$ cat config.mk
export PLATFORM = sky130hd
export DESIGN_NAME = uart_tx_arbiter_flat
export DESIGN_NICKNAME = d
export VERILOG_FILES = /design/src/rtl/uart_tx_arbiter_if.sv /design/src/rtl/uart_tx_arbiter.sv /design/src/flat_wrapper.sv
export SDC_FILE = /design/constraint.sdc
export NUM_CORES = 1
export LEC_CHECK = 0
export CAP_MARGIN = 20
export CORE_MARGIN = 8
export CORE_UTILIZATION = 52
export DETAILED_ROUTE_END_ITERATION = 8
export PLACE_DENSITY_LB_ADDON = 0.3
export SLEW_MARGIN = 20
export SYNTH_ARGS = -nofsm -noshare
export SYNTH_HDL_FRONTEND = slang
export SYNTH_SLANG_ARGS = --single-unit
$ cat constraint.sdc
create_clock -name clk -period 5.6 [get_ports clk]
set_input_delay 1.12 -clock clk [delete_from_list [all_inputs] [get_ports clk]]
set_output_delay 1.12 -clock clk [all_outputs]
set_load 0.05 [all_outputs]
$ cat src/rtl/uart_tx_arbiter_if.sv
// Requester and transmitter handshake bundle for the two-port UART TX arbiter.
// The arbiter uses the slave view; the surrounding system (requesters + UART) uses the master view.
interface uart_tx_arbiter_if;
   logic [1:0] req_valid;
   logic [7:0] req_data0;
   logic [7:0] req_data1;
   logic [1:0] ack;
   logic [7:0] tx_data;
   logic       tx_start;
   logic       tx_busy;

   modport master (
      output req_valid,
      output req_data0,
      output req_data1,
      output tx_busy,
      input  ack,
      input  tx_data,
      input  tx_start
   );

   modport slave (
      input  req_valid,
      input  req_data0,
      input  req_data1,
      input  tx_busy,
      output ack,
      output tx_data,
      output tx_start
   );
endinterface

$ cat src/rtl/uart_tx_arbiter.sv
// Round-robin arbiter sharing one UART transmitter between two byte requesters,
// with a start timeout and an enforced idle gap between frames.
module uart_tx_arbiter #(
   parameter int GAP_CYCLES    = 16,
   parameter int START_TIMEOUT = 8
) (
   input  logic             clk,
   input  logic             rst,
   input  logic             en,
   uart_tx_arbiter_if.slave bus,
   output logic [1:0]       grant,
   output logic [7:0]       sent_count,
   output logic             err_timeout
);

   typedef enum logic [2:0] {
      IDLE,
      LAUNCH,
      WAIT_BUSY,
      SENDING,
      GAP
   } state_t;

   localparam logic [7:0] GAP_LAST     = 8'(GAP_CYCLES - 1);
   localparam logic [7:0] TIMEOUT_LAST = 8'(START_TIMEOUT - 1);

   state_t     state_q, state_d;
   logic [7:0] cnt_q, cnt_d;
   logic       last_q, last_d;
   logic [1:0] grant_q, grant_d;
   logic [7:0] data_q, data_d;
   logic       start_q, start_d;
   logic [1:0] ack_q, ack_d;
   logic [7:0] count_q, count_d;
   logic       err_q, err_d;
   logic       pick_one;

   // On a tie the requester that did not own the previous frame wins.
   assign pick_one = (bus.req_valid == 2'b11) ? ~last_q : bus.req_valid[1];

   assign bus.tx_data  = data_q;
   assign bus.tx_start = start_q;
   assign bus.ack      = ack_q;
   assign grant        = grant_q;
   assign sent_count   = count_q;
   assign err_timeout  = err_q;

   always_ff @(posedge clk or negedge rst) begin
      if (!rst) begin
         state_q <= IDLE;
         cnt_q   <= 8'd0;
         last_q  <= 1'b1;
         grant_q <= 2'b00;
         data_q  <= 8'h00;
         start_q <= 1'b0;
         ack_q   <= 2'b00;
         count_q <= 8'd0;
         err_q   <= 1'b0;
      end else begin
         state_q <= state_d;
         cnt_q   <= cnt_d;
         last_q  <= last_d;
         grant_q <= grant_d;
         data_q  <= data_d;
         start_q <= start_d;
         ack_q   <= ack_d;
         count_q <= count_d;
         err_q   <= err_d;
      end
   end

   // The launch pulse and ack are registered out of LAUNCH, so they appear
   // the cycle after the grant decision; cnt is shared by WAIT_BUSY and GAP.
   always_comb begin
      state_d = state_q;
      cnt_d   = cnt_q;
      last_d  = last_q;
      grant_d = grant_q;
      data_d  = data_q;
      start_d = 1'b0;
      ack_d   = 2'b00;
      count_d = count_q;
      err_d   = err_q;

      case (state_q)
         IDLE: begin
            if (en && (bus.req_valid != 2'b00)) begin
               grant_d = pick_one ? 2'b10 : 2'b01;
               data_d  = pick_one ? bus.req_data1 : bus.req_data0;
               last_d  = pick_one;
               state_d = LAUNCH;
            end else begin
               grant_d = 2'b00;
            end
         end

         LAUNCH: begin
            start_d = 1'b1;
            ack_d   = grant_q;
            cnt_d   = 8'd0;
            state_d = WAIT_BUSY;
         end

         WAIT_BUSY: begin
            if (bus.tx_busy) begin
               state_d = SENDING;
            end else if (cnt_q == TIMEOUT_LAST) begin
               err_d   = 1'b1;
               grant_d = 2'b00;
               cnt_d   = 8'd0;
               state_d = GAP;
            end else begin
               cnt_d = cnt_q + 8'd1;
            end
         end

         SENDING: begin
            if (!bus.tx_busy) begin
               count_d = count_q + 8'd1;
               grant_d = 2'b00;
               cnt_d   = 8'd0;
               state_d = GAP;
            end
         end

         GAP: begin
            if (cnt_q == GAP_LAST) begin
               cnt_d   = 8'd0;
               state_d = IDLE;
            end else begin
               cnt_d = cnt_q + 8'd1;
            end
         end

         default: begin
            state_d = IDLE;
         end
      endcase
   end

endmodule

$ cat src/flat_wrapper.sv
// flat-port wrapper written by rule: the top's interface ports become plain ports
module uart_tx_arbiter_flat 
#(
   parameter int GAP_CYCLES    = 16,
   parameter int START_TIMEOUT = 8
)
  (clk, rst, en, grant, sent_count, err_timeout, bus_req_valid, bus_req_data0, bus_req_data1, bus_tx_busy, bus_ack, bus_tx_data, bus_tx_start);
  uart_tx_arbiter_if bus_i ();
  input  logic clk;
  input  logic rst;
  input  logic en;
  output logic [1:0] grant;
  output logic [7:0] sent_count;
  output logic err_timeout;
  input wire logic [$bits(bus_i.req_valid)-1:0] bus_req_valid;
  input wire logic [$bits(bus_i.req_data0)-1:0] bus_req_data0;
  input wire logic [$bits(bus_i.req_data1)-1:0] bus_req_data1;
  input wire logic [$bits(bus_i.tx_busy)-1:0] bus_tx_busy;
  output wire logic [$bits(bus_i.ack)-1:0] bus_ack;
  output wire logic [$bits(bus_i.tx_data)-1:0] bus_tx_data;
  output wire logic [$bits(bus_i.tx_start)-1:0] bus_tx_start;
  assign bus_i.req_valid = bus_req_valid;
  assign bus_i.req_data0 = bus_req_data0;
  assign bus_i.req_data1 = bus_req_data1;
  assign bus_i.tx_busy = bus_tx_busy;
  assign bus_ack = bus_i.ack;
  assign bus_tx_data = bus_i.tx_data;
  assign bus_tx_start = bus_i.tx_start;
  uart_tx_arbiter #(.GAP_CYCLES(GAP_CYCLES), .START_TIMEOUT(START_TIMEOUT)) u_core (.clk(clk), .rst(rst), .en(en), .bus(bus_i), .grant(grant), .sent_count(sent_count), .err_timeout(err_timeout));
endmodule
## Word level (Yosys, flattened, before mapping)

Index checks and enable logic that the tools add are counted.
W data, S select, Z words.

| word-level totals | value |
|---|---|
| flip-flop bits (word level) | 34 |
| bits in latches | 0 |
| bits in writable memories | 0 |
| ROM bits | 0 |
| output and inout port bits | 22 |
| logic and storage cells | 58 |
| memories kept | 0 |

| cells by class | value |
|---|---|
| add/subtract/negate cells | 2 |
| $mul | 0 |
| divide/modulo/power cells | 0 |
| magnitude comparators | 0 |
| equality and inequality tests | 13 |
| shifts and indexed selects | 0 |
| multiplexer cells | 21 |
| bitwise operators | 2 |
| reductions and logical operators | 11 |

Operators by type and width:

| cell | number |
|---|---|
| $mux W8 | 5 |
| $pmux W8 S4 | 1 |
| $add A8 B1 Y8 const B | 2 |
| $mux W3 | 5 |
| $pmux W3 S5 | 1 |
| $mux W2 | 6 |
| $eq A8 B3 Y1 const B | 1 |
| $eq A8 B4 Y1 const B | 1 |
| $reduce_and A4 Y1 | 2 |
| $eq A3 B2 Y1 const B | 2 |
| $ne A2 B1 Y1 const B | 3 |
| $pmux W2 S3 | 1 |
| $reduce_and A3 Y1 | 2 |
| $ne A2 B2 Y1 const B | 2 |
| $reduce_and A2 Y1 | 2 |
| $reduce_bool A4 Y1 | 1 |
| $eq A3 B1 Y1 const B | 1 |
| $eq A3 B3 Y1 const B | 1 |
| $logic_not A3 Y1 | 1 |
| $ne A3 B2 Y1 const B | 1 |
| $reduce_bool A3 Y1 | 1 |
| $eq A2 B2 Y1 const B | 1 |
| $mux W1 | 2 |
| $not A1 Y1 | 2 |
| 2 further kinds | 2 |

## Depth between registers and ports, before layout

Gate-level depths: netlist of run 1.

| depth | value |
|---|---|
| depth after elaboration | 5 |
| gate-level depth with buffers | 6 |
| mapped depth without buffers | 5 |

## Worst setup path before layout of run 1

OpenSTA, ideal clock, no wires.

| path | value |
|---|---|
| kind | input to register |
| start point | input bus_req_valid[1] |
| end point | register u_core.data_q[1] (netlist: u_core.bus.tx_data[1]) |
| library setup time | 137 ps |
| arrival time | 2078 ps |
| data required time | 5463 ps |
| setup slack | 3385 ps |
| stages on the path | 4 |
| cell sequence | a21boi_0 clkbuf_1 mux2i_1 a21oi_1 |

| on the way | value |
|---|---|
| longest elaborated chain between the ends | 3 |

RTL lines:

| item | RTL line | text |
|---|---|---|
| from (decl) | flat_wrapper.sv:15 | `input wire logic [$bits(bus_i.req_valid)-1:0] bus_req_valid;` |
| $eq A2 B2 Y1 or $reduce_bool A2 Y1 (tied branches) | uart_tx_arbiter.sv:39, uart_tx_arbiter.sv:87 |  |
| $mux W1 or $logic_and A1 B1 Y1 (tied branches) | uart_tx_arbiter.sv:39, uart_tx_arbiter.sv:87 |  |
| $mux W8 or $reduce_and A2 Y1 (tied branches) | - |  |
| to (signal assigned) | uart_tx_arbiter.sv:64 | `data_q <= data_d;` |
| to (decl) | uart_tx_arbiter.sv:31 | `logic [7:0] data_q, data_d;` |

Parallel ways exist; a longest one is shown, timed or not.
A chain may end at the register's enable or synchronous reset.

## Worst setup path in the final report of run 1

| path | value |
|---|---|
| start point | register u_core.count_q[3] (netlist: u_core.sent_count[3]) |
| end point | output sent_count[3] |

RTL lines:

| item | RTL line | text |
|---|---|---|
| from (decl) | uart_tx_arbiter.sv:34 | `logic [7:0] count_q, count_d;` |
| from (signal assigned) | uart_tx_arbiter.sv:67 | `count_q <= count_d;` |
| to (decl) | flat_wrapper.sv:13 | `output logic [7:0] sent_count;` |

No word-level cell between the ends.

==> impl_metrics.py, run 1 <==
metrics = {
    "outcome": {
        "status": "finished, final reports clean",
    },
    "layout": {
        "antenna_cells": 0,
        "final_nets": 226,
        "fillers": 241,
        "fin_area_mm2": 0.00218,
        "area_growth_pct": 29.5,
        "fin_cells": 246,
        "drive_gt1_share_pct": 7.92,
    },
    "worst_setup_path": {
        "path_cells": "clkdlybuf4s50_1",
        "worst_path_largest_cell_delay_ps": 830,
        "r2r_cells": 4,
        "crit_path_max_fanout": 5,
        "rrSetupSlack_ps": 3330,
        "crit_required_ps": 4480,
        "critPathTopFamily": "buffers and inverters",
        "critPathKind": "reg -> out",
        "r2r-end": "u_core.cnt_q[6]",
        "cpMaxStageDelayCell": "clkdlybuf4s50_1",
        "cp.arrival_ps": 1590,
        "worst-path-buf-inv": 1,
        "cp-end-kind": "output pin",
        "r2r-start": "u_core.cnt_q[6]",
        "critPathLaunchType": "register",
    },
    "clock_tree": {
        "cts_inserted_buffers": 5,
        "clockBufferDepth": 2,
        "clockRootBuffer": "clkbuf_4",
        "cts_tree": "yes",
        "cts-htree-levels": 2,
        "cts_resized": 0,
        "path_clk_slew_ps": 90,
        "cts_setup_buffers": 0,
        "postCtsHoldBufs": 0,
        "cts_sinks": 34,
        "worstSkewPairLatency_ps": 330,
    },
    "floorplanning": {
        "rows": 20,
        "die_width_um": 73.0,
        "core_area_mm2": 0.00308,
        "die_h_um": 73.0,
        "start_util_pct": 54.8,
        "die-area_mm2": 0.00532,
        "io_pins": 44,
    },
    "min_path": {
        "min_to": "u_core.err_timeout",
        "min_path_type": "reg -> reg",
        "hold_start": "u_core.err_timeout",
        "hold_depth": 1,
    },
    "global_routing": {
        "grt_pass1_vias": 1440,
        "overflow": 0,
        "grt_pass1_wl_um": 6640,
        "grt_max_degree": 35,
        "antenna_found_initial": 0,
        "grt_usage_pct": 15.9,
    },
    "pwr": {
        "irDropWorstVdd_v": 0.000361,
        "switching_share_pct": 47.4,
        "p_leak_nw": 0.946,
        "power_density_mw_per_mm2": 512,
        "power_switching_mw": 0.531,
        "clock_power_share_pct": 11.1,
        "pwr-share-comb_pct": 51.8,
        "sequentialPowerShare_pct": 37.1,
        "internal-power_mw": 0.588,
    },
    "sta": {
        "finalSetupViolations": 0,
        "rsz0062_at_grt": "no",
        "max-slew-margin-rel_pct": 42.4,
        "skew_ps": 1.65,
        "finalMaxSlewViolations": 0,
        "hold_viol_final": 0,
        "worst_slack_ps": 2890,
        "min_period_ps": 2710,
        "fin_setup_tns_ps": 0,
        "period_share_pct": 48.4,
        "worstMarginPinSlew_ps": 859,
        "maxClockFrequency_ghz": 0.369,
    },
    "route": {
        "drt-initial-drc-count": 121,
        "num_vias": 1398,
        "finalWirelength_um": 3850,
        "drc": 0,
        "avgViaCountPerCell": 5.68,
        "first_pass_iters": 4,
        "antenna_left": 0,
        "wl_per_cell_um": 15.6,
    },
    "yosys": {
        "synth_mux_area_share_pct": 6.75,
        "synth_seq_cells": 34,
        "synth_compound_area_share_pct": 19.7,
        "yosys_warnings": 0,
        "syn-num-nets": 184,
        "netlist_instances": 160,
        "synth_area_mm2": 0.00169,
        "seq_area_frac_synth_pct": 50.5,
        "synth_xor_area_share_pct": 3.64,
        "netlist-cell-type-count": 44,
        "syn_avg_cell_area_um2": 10.5,
        "synth-adder-area-share_pct": 1.48,
        "synth_top_family_by_area": "compound AO/OA/AOI/OAI gates",
        "yosys.area_share.simple_pct": 14.0,
    },
    "placement": {
        "dp_slack_ps": 2480,
        "dp.cells": 239,
        "dp_hpwl_um": 2890,
        "place_congestion": 0.808,
        "port_buffers": 43,
        "place_area_mm2": 0.00214,
    },
    "flow_run": {
        "max_cap_violations": 0,
    },
}
through the flow:
step	hold WS [ps]	utilization, %	total power [mW]
global route	503	71.0	1.19
finish	481	71.0	1.12
CTS	487	70.9	1.13
global placement	460	69.4	0.978
floorplan	477	-	0.824
detailed placement	462	69.4	1.00
power groups by stage:
stage	logic [mW]	clock network, mW	registers (mW)
6_report	0.579	0.124	0.415
5_1_grt	0.628	0.138	0.428
4_1_cts	0.584	0.129	0.413
3_5_place_dp	0.582	0	0.417
3_3_place_gp	0.567	0	0.410
2_1_floorplan	0.253	0	0.571
synthesized netlist by cell type:
master | instances | area (um^2)
inv_1 | 6 | 22.5
a31o_1 | 1 | 8.76
o2111ai_2 | 1 | 15.0
buf_2 | 2 | 10.0
a221oi_1 | 1 | 8.76
a211oi_1 | 5 | 37.5
mux2_2 | 3 | 33.8
a211o_1 | 4 | 35.0
o31ai_2 | 2 | 25.0
a221o_1 | 1 | 10.0
nand2_1 | 10 | 37.5
clkbuf_1 | 5 | 18.8
and4bb_2 | 1 | 12.5
and3_1 | 3 | 18.8
dfrtp_1 | 33 | 826
o31ai_1 | 1 | 7.51
a32o_1 | 2 | 20.0
and4_1 | 1 | 8.76
nor2b_1 | 3 | 18.8
or2_1 | 2 | 12.5
nor2_1 | 11 | 41.3
o21ai_1 | 2 | 10.0
o21bai_1 | 1 | 7.51
nand2b_1 | 1 | 6.26
nand4_1 | 2 | 12.5
o2111a_1 | 1 | 11.3
a2bb2oi_1 | 1 | 8.76
or4_1 | 1 | 7.51
nor3_1 | 3 | 15.0
dfstp_2 | 1 | 26.3
o21ai_0 | 4 | 20.0
nand3_1 | 4 | 20.0
a21oi_1 | 15 | 75.1
or4_4 | 1 | 11.3
a21boi_0 | 2 | 15.0
o31a_1 | 1 | 8.76
a21o_1 | 1 | 7.51
xor2_1 | 2 | 17.5
or3_1 | 1 | 6.26
mux2i_1 | 8 | 80.1
buf_4 | 2 | 15.0
ha_1 | 2 | 25.0
nor3b_1 | 1 | 7.51
xnor2_1 | 5 | 43.8
cell usage in the layout, fill, tap and decap left out, drive strengths merged, types with 3 or more instances in the layout:
cell / Yosys / layout
a211o: 4 / 4
a211oi: 5 / 5
a21oi: 15 / 15
and3: 3 / 3
clkbuf: 5 / 7
clkdlybuf4s50: 0 / 43
dfrtp: 33 / 33
inv: 6 / 6
mux2: 3 / 3
mux2i: 8 / 8
nand2: 10 / 10
nand3: 4 / 4
nor2: 11 / 11
nor2b: 3 / 3
nor3: 3 / 3
o21ai: 6 / 6
o31ai: 3 / 3
xnor2: 5 / 5
state kept, by name, indices dropped and copies added, names as in the netlist:
register / cells
u_core.bus.ack: 2
u_core.bus.tx_data: 8
u_core.bus.tx_start: 1
u_core.cnt_q: 8
u_core.err_timeout: 1
u_core.grant: 2
u_core.last_q: 1
u_core.sent_count: 8
u_core.state_q: 3
kinds of logic after synthesis:
logic type      after synthesis
xor+xnor                      7
flops                        34
simple gates                 45
compound gates               46
fa+ha+maj                     2
mux                          11
buf+inv                      15
metal layers:
metal,share of wire (%),wire (um),global-route usage [%],up-vias
li1,-,-,-,661
met1,40,1530,17.1,689
met2,50,1940,25.7,43
met3,8.5,327,7.97,5
met4,1.5,57,6.22,0
met5,0,0,0,-
area by class of cell:
cell class	count	area (um^2)	share of cell area, %
Inverter	6	22.5	1.03
Timing Repair Buffer	44	438	20.0
Clock buffer	7	45.0	2.06
Multi-Input combinational cell	111	772	35.3
Tap cell	44	55.1	2.52
Sequential cell	34	852	39.0
worst max-delay path by stage:
stage | endpoint | startpoint | slack [ps] | cells after the start
floorplan | u_core.bus.tx_data[1] | bus_req_valid[1] | 3390 | 4
global placement | u_core.bus.tx_data[1] | bus_req_valid[1] | 2590 | 4
detailed placement | u_core.bus.tx_data[1] | bus_req_valid[1] | 2480 | 4
CTS | u_core.bus.tx_data[1] | bus_req_valid[1] | 2850 | 4
global route | u_core.cnt_q[6] | bus_tx_busy | 2780 | 5
finish | sent_count[3] | u_core.sent_count[3] | 2890 | 1
No activity file was read; power rests on OpenSTA's default activity.
==> run 2, diff against run 1 <==
--- a/config.mk
+++ b/config.mk
@@ -7,7 +7,7 @@
 export LEC_CHECK = 0
 export CAP_MARGIN = 20
 export CORE_MARGIN = 8
-export CORE_UTILIZATION = 52
+export CORE_UTILIZATION = 48
 export DETAILED_ROUTE_END_ITERATION = 8
 export PLACE_DENSITY_LB_ADDON = 0.3
 export SLEW_MARGIN = 20
==> constraint.sdc (replaced) <==
create_clock -name clk -period 2.56 [get_ports clk]
set_input_delay 0.512 -clock clk [delete_from_list [all_inputs] [get_ports clk]]
set_output_delay 0.512 -clock clk [all_outputs]
set_load 0.05 [all_outputs]
==> run 2 against run 1 <==
Against the previous run: via count fell by 1.7%; flip-flop and latch count did not move; die area rose by 6.5%; routed wire length fell by 1.4%; clock power rose by 130%; utilization fell by 4.6 points; worst hold slack barely moved; largest power group unchanged.
==> impl_metrics.py, run 2 (synthesized netlist as in run 1, its figures left out) <==
metrics = {
    "worst_setup_path": {
        "r2r-start": "u_core.cnt_q[5]",
        "critPathTopFamily": "buffers and inverters",
        "cpMaxStageDelayCell": "clkdlybuf4s50_1",
        "cp.arrival_ps": 1620,
        "crit_path_max_fanout": 5,
        "cp-startpoint": "u_core.sent_count[2]",
        "crit_required_ps": 2050,
        "cp-end-kind": "output pin",
        "worst-path-buf-inv": 1,
        "path_cells": "clkdlybuf4s50_1",
        "worst_path_largest_cell_delay_ps": 840,
        "critPathKind": "reg -> out",
        "critPathLaunchType": "register",
    },
    "route": {
        "avgViaCountPerCell": 5.41,
        "antenna_left": 0,
        "finalWirelength_um": 3800,
        "num_vias": 1374,
        "wl_per_cell_um": 14.9,
        "drc": 0,
        "drt-initial-drc-count": 65,
        "first_pass_iters": 4,
    },
    "floorplanning": {
        "die_h_um": 75.3,
        "die-area_mm2": 0.00567,
        "rows": 21,
        "io_pins": 44,
        "start_util_pct": 50.1,
        "core_area_mm2": 0.00336,
        "die_width_um": 75.3,
    },
    "clock_tree": {
        "clockRootBuffer": "clkbuf_4",
        "cts_tree": "yes",
        "cts_sinks": 34,
        "cts_setup_buffers": 0,
        "cts_inserted_buffers": 5,
        "cts-htree-levels": 2,
        "postCtsHoldBufs": 0,
        "clockBufferDepth": 2,
        "path_clk_slew_ps": 110,
        "cts_resized": 0,
        "worstSkewPairLatency_ps": 340,
    },
    "placement": {
        "dp_hpwl_um": 2910,
        "place_congestion": 0.827,
        "dp.cells": 246,
        "port_buffers": 43,
    },
    "layout": {
        "layout_commonest_cell": "clkdlybuf4s50_1",
        "final_nets": 231,
        "drive_gt1_share_pct": 10.6,
        "area_growth_pct": 32.3,
        "fin_cells": 254,
        "fillers": 285,
        "antenna_cells": 0,
        "layout_common_cells": "clkdlybuf4s50_1, dfrtp_1, a21oi_1",
    },
    "sta": {
        "skew_ps": 14.1,
        "worstMarginPinSlew_ps": 722,
        "period_share_pct": 83.4,
        "max-slew-margin-rel_pct": 51.6,
        "finalSetupViolations": 0,
        "finalMaxSlewViolations": 0,
        "rsz0062_at_grt": "no",
        "hold_viol_final": 0,
        "holdWs_ps": 481,
        "min_period_ps": 2130,
        "fin_setup_tns_ps": 0,
        "maxClockFrequency_ghz": 0.469,
    },
    "global_routing": {
        "grt_pass1_wl_um": 6260,
        "grt_usage_pct": 14.5,
        "grt_pass1_vias": 1424,
        "overflow": 0,
        "antenna_found_initial": 0,
        "grt_max_degree": 20,
    },
    "outcome": {
        "status": "finished, final reports clean",
    },
    "pwr": {
        "irDropWorstVdd_v": 0.000837,
        "power_density_mw_per_mm2": 1120,
        "p_leak_nw": 0.976,
        "power_mw": 2.51,
    },
    "min_path": {
        "min_path_type": "reg -> reg",
        "hold_start": "u_core.err_timeout",
    },
    "flow_run": {
        "max_cap_violations": 0,
    },
}
[run 2: per-layer routing]
layer	up-vias	track usage, %	part of all wire (%)
met5	-	0	0
met4	0	5.76	1.3
met3	5	5.06	6.0
met2	38	24.1	51
met1	654	16.5	41
li1	677	-	-
[run 2: power breakdown]
| part | internal (mW) | total (mW) | switching, mW |
|---|---|---|---|
| registers | 0.720 | 0.905 | 0.185 |
| logic | 0.500 | 1.31 | 0.812 |
| clock network | 0.108 | 0.291 | 0.183 |
| total | 1.33 | 2.51 | 1.18 |
[run 2: worst paths after layout]
path | cells after the start | slack, ps | endpoint
setup / recovery | 1 | 430 | sent_count[2]
hold / removal | 1 | 480 | u_core.err_timeout
setup reg to reg | 4 | 440 | u_core.cnt_q[6]
hold reg to reg | 1 | 480 | u_core.err_timeout
max in group asynchronous | 2 | 1810 | u_core.last_q
min in group asynchronous | 2 | 510 | u_core.state_q[1]
[run 2: per-stage QoR]
step                      area (um^2)  util (%)  worst slack, ps
final                            2230      66.3              426
after global routing             2230      66.3              336
after CTS                        2230      66.3              411
after detailed placement         2180      64.7              259
after global placement           2180      64.7              347
after floorplan                  1690         -              773
[run 2: area by class of cell]
type | count | area, um^2 | share of cell area [%]
Timing Repair Buffer | 49 | 475 | 21.3
Clock buffer | 6 | 41.3 | 1.85
Multi-Input combinational cell | 111 | 768 | 34.4
Clock inverter | 2 | 13.8 | 0.617
Tap cell | 46 | 57.6 | 2.58
Sequential cell | 34 | 852 | 38.2
Inverter | 6 | 22.5 | 1.01
==> run 3, diff against run 2 <==
==> constraint.sdc (replaced) <==
create_clock -name clk -period 2.08 [get_ports clk]
set_input_delay 0.416 -clock clk [delete_from_list [all_inputs] [get_ports clk]]
set_output_delay 0.416 -clock clk [all_outputs]
set_load 0.05 [all_outputs]
==> run 3 against run 2 <==
Against the previous run: routed wire length rose by 6.4%; total power rose by 26%; largest power group unchanged; clock-buffer cell count did not move; non-clock buffer count rose by 2; highest routed layer unchanged; clock power rose by 35%; clock skew fell by 6.5 ps; die area did not move; combinational power rose by 27%; sequential power rose by 23%; register-to-register slack got worse by 320 ps; largest cell class unchanged; sequential share of layout area fell by 0.53 points; critical path depth did not move.
==> impl_metrics.py, run 3 (synthesized netlist as in run 1, its figures left out) <==
metrics = {
    "pwr": {
        "power_mw": 3.16,
        "p_leak_nw": 1.03,
        "irDropWorstVdd_v": 0.00113,
        "power_density_mw_per_mm2": 1400,
    },
    "floorplanning": {
        "core_area_mm2": 0.00336,
        "start_util_pct": 50.1,
        "io_pins": 44,
        "rows": 21,
        "die_width_um": 75.3,
        "die_h_um": 75.3,
        "die-area_mm2": 0.00567,
    },
    "sta": {
        "maxClockFrequency_ghz": 0.496,
        "worstMarginPinSlew_ps": 532,
        "finalSetupViolations": 0,
        "holdWs_ps": 407,
        "max-slew-margin-rel_pct": 64.4,
        "hold_viol_final": 0,
        "min_period_ps": 2020,
        "finalMaxSlewViolations": 0,
        "fin_setup_tns_ps": 0,
        "worst_slack_ps": 62.7,
        "period_share_pct": 97.0,
        "rsz0062_at_grt": "no",
        "skew_ps": 7.65,
    },
    "route": {
        "drt-initial-drc-count": 52,
        "num_vias": 1412,
        "antenna_left": 0,
        "drc": 0,
        "wl_per_cell_um": 15.8,
        "first_pass_iters": 4,
        "finalWirelength_um": 4040,
        "avgViaCountPerCell": 5.52,
    },
    "placement": {
        "port_buffers": 43,
        "place_congestion": 0.776,
        "dp_hpwl_um": 3040,
        "dp_slack_ps": 35.5,
    },
    "global_routing": {
        "grt_pass1_vias": 1552,
        "antenna_found_initial": 0,
        "grt_pass1_wl_um": 6780,
        "overflow": 0,
        "grt_max_degree": 20,
        "grt_usage_pct": 15.7,
    },
    "layout": {
        "final_nets": 233,
        "multi_input_area_um2": 768,
        "area_growth_pct": 34.1,
        "layout_commonest_cell": "clkdlybuf4s50_1",
        "antenna_cells": 0,
        "fillers": 300,
        "drive_gt1_share_pct": 11.9,
        "layout_common_cells": "clkdlybuf4s50_1, dfrtp_1, a21oi_1",
        "seqCellArea_um2": 852,
    },
    "worst_setup_path": {
        "crit_path_max_fanout": 4,
        "cpMaxStageDelayCell": "clkdlybuf4s50_1",
        "cp.arrival_ps": 1600,
        "critPathTopFamily": "buffers and inverters",
        "path_cells": "clkdlybuf4s50_1",
        "critPathLaunchType": "register",
        "critPathKind": "reg -> out",
        "crit_required_ps": 1660,
        "worst-path-buf-inv": 1,
        "worst_path_largest_cell_delay_ps": 840,
        "cp-end-kind": "output pin",
    },
    "clock_tree": {
        "cts_sinks": 34,
        "clockRootBuffer": "clkbuf_4",
        "worstSkewPairLatency_ps": 340,
        "cts_tree": "yes",
        "cts-htree-levels": 2,
        "clockBufferDepth": 2,
        "postCtsHoldBufs": 0,
        "path_clk_slew_ps": 110,
        "cts_inserted_buffers": 5,
    },
    "flow_run": {
        "max_cap_violations": 0,
    },
    "min_path": {
        "min_path_type": "in -> async",
    },
    "outcome": {
        "status": "finished, final reports clean",
    },
}
==> run 3: changes by cell type in the layout (fill, tap and decap cells not counted), sizes merged <==
cell,change
buf,+2
clkdlybuf4s50,-3
clkinv,-1
clkinvlp,+1
dlymetal6s2s,+3
==> run 3: timing repair <==
item                                   4_1_cts  5_1_grt
setup buffers                                0        0
endpoints found under the hold margin        0        0
gates resized for setup                      0        3
setup endpoints to repair                    0        3
==> run 3: metal layers <==
layer	part of all wire (%)	GRT usage (%)	vias up	routed length, um
met4	1.8	8.53	0	74
met3	5.4	4.53	7	220
li1	-	-	678	-
met5	0	0	-	0
met2	51	26.9	34	2060
met1	42	17.0	693	1690
==> run 3: where the power goes <==
part	leakage [nW]	internal (mW)	total (mW)	switching, mW
clock	0.0343	0.162	0.392	0.230
combinational	0.562	0.638	1.66	1.02
sequential	0.431	0.886	1.11	0.225
total	1.03	1.69	3.16	1.48
==> run 3: area by class of cell <==
| type | instances | share of cell area (%) |
|---|---|---|
| multi-input combinational | 111 | 34.0 |
| sequential | 34 | 37.7 |
| timing repair buffer | 51 | 22.0 |
| tap | 46 | 2.54 |
| inverter | 6 | 0.996 |
| clock inverter | 2 | 0.553 |
| clock buffer | 6 | 2.27 |
==> run 3: path summary, 6_finish.rpt <==
path / from / endpoint / slack [ps] / cells past startpoint
min: rst / u_core.cnt_q[2] / 410 / 2
max reg2reg: u_core.cnt_q[6] / u_core.cnt_q[6] / 120 / 5
min in group clk: u_core.err_timeout / u_core.err_timeout / 480 / 1
max in group asynchronous: rst / u_core.last_q / 1430 / 2
min reg2reg: u_core.err_timeout / u_core.err_timeout / 480 / 1
max: u_core.sent_count[4] / sent_count[4] / 60 / 1
==> run 3: through the flow <==
step	instances	cell area, um^2	utilization [%]
floorplan	160	1690	-
global placement	248	2190	65.1
detailed placement	248	2190	65.1
CTS	256	2250	67.0
global route	256	2260	67.3
finish	256	2260	67.3
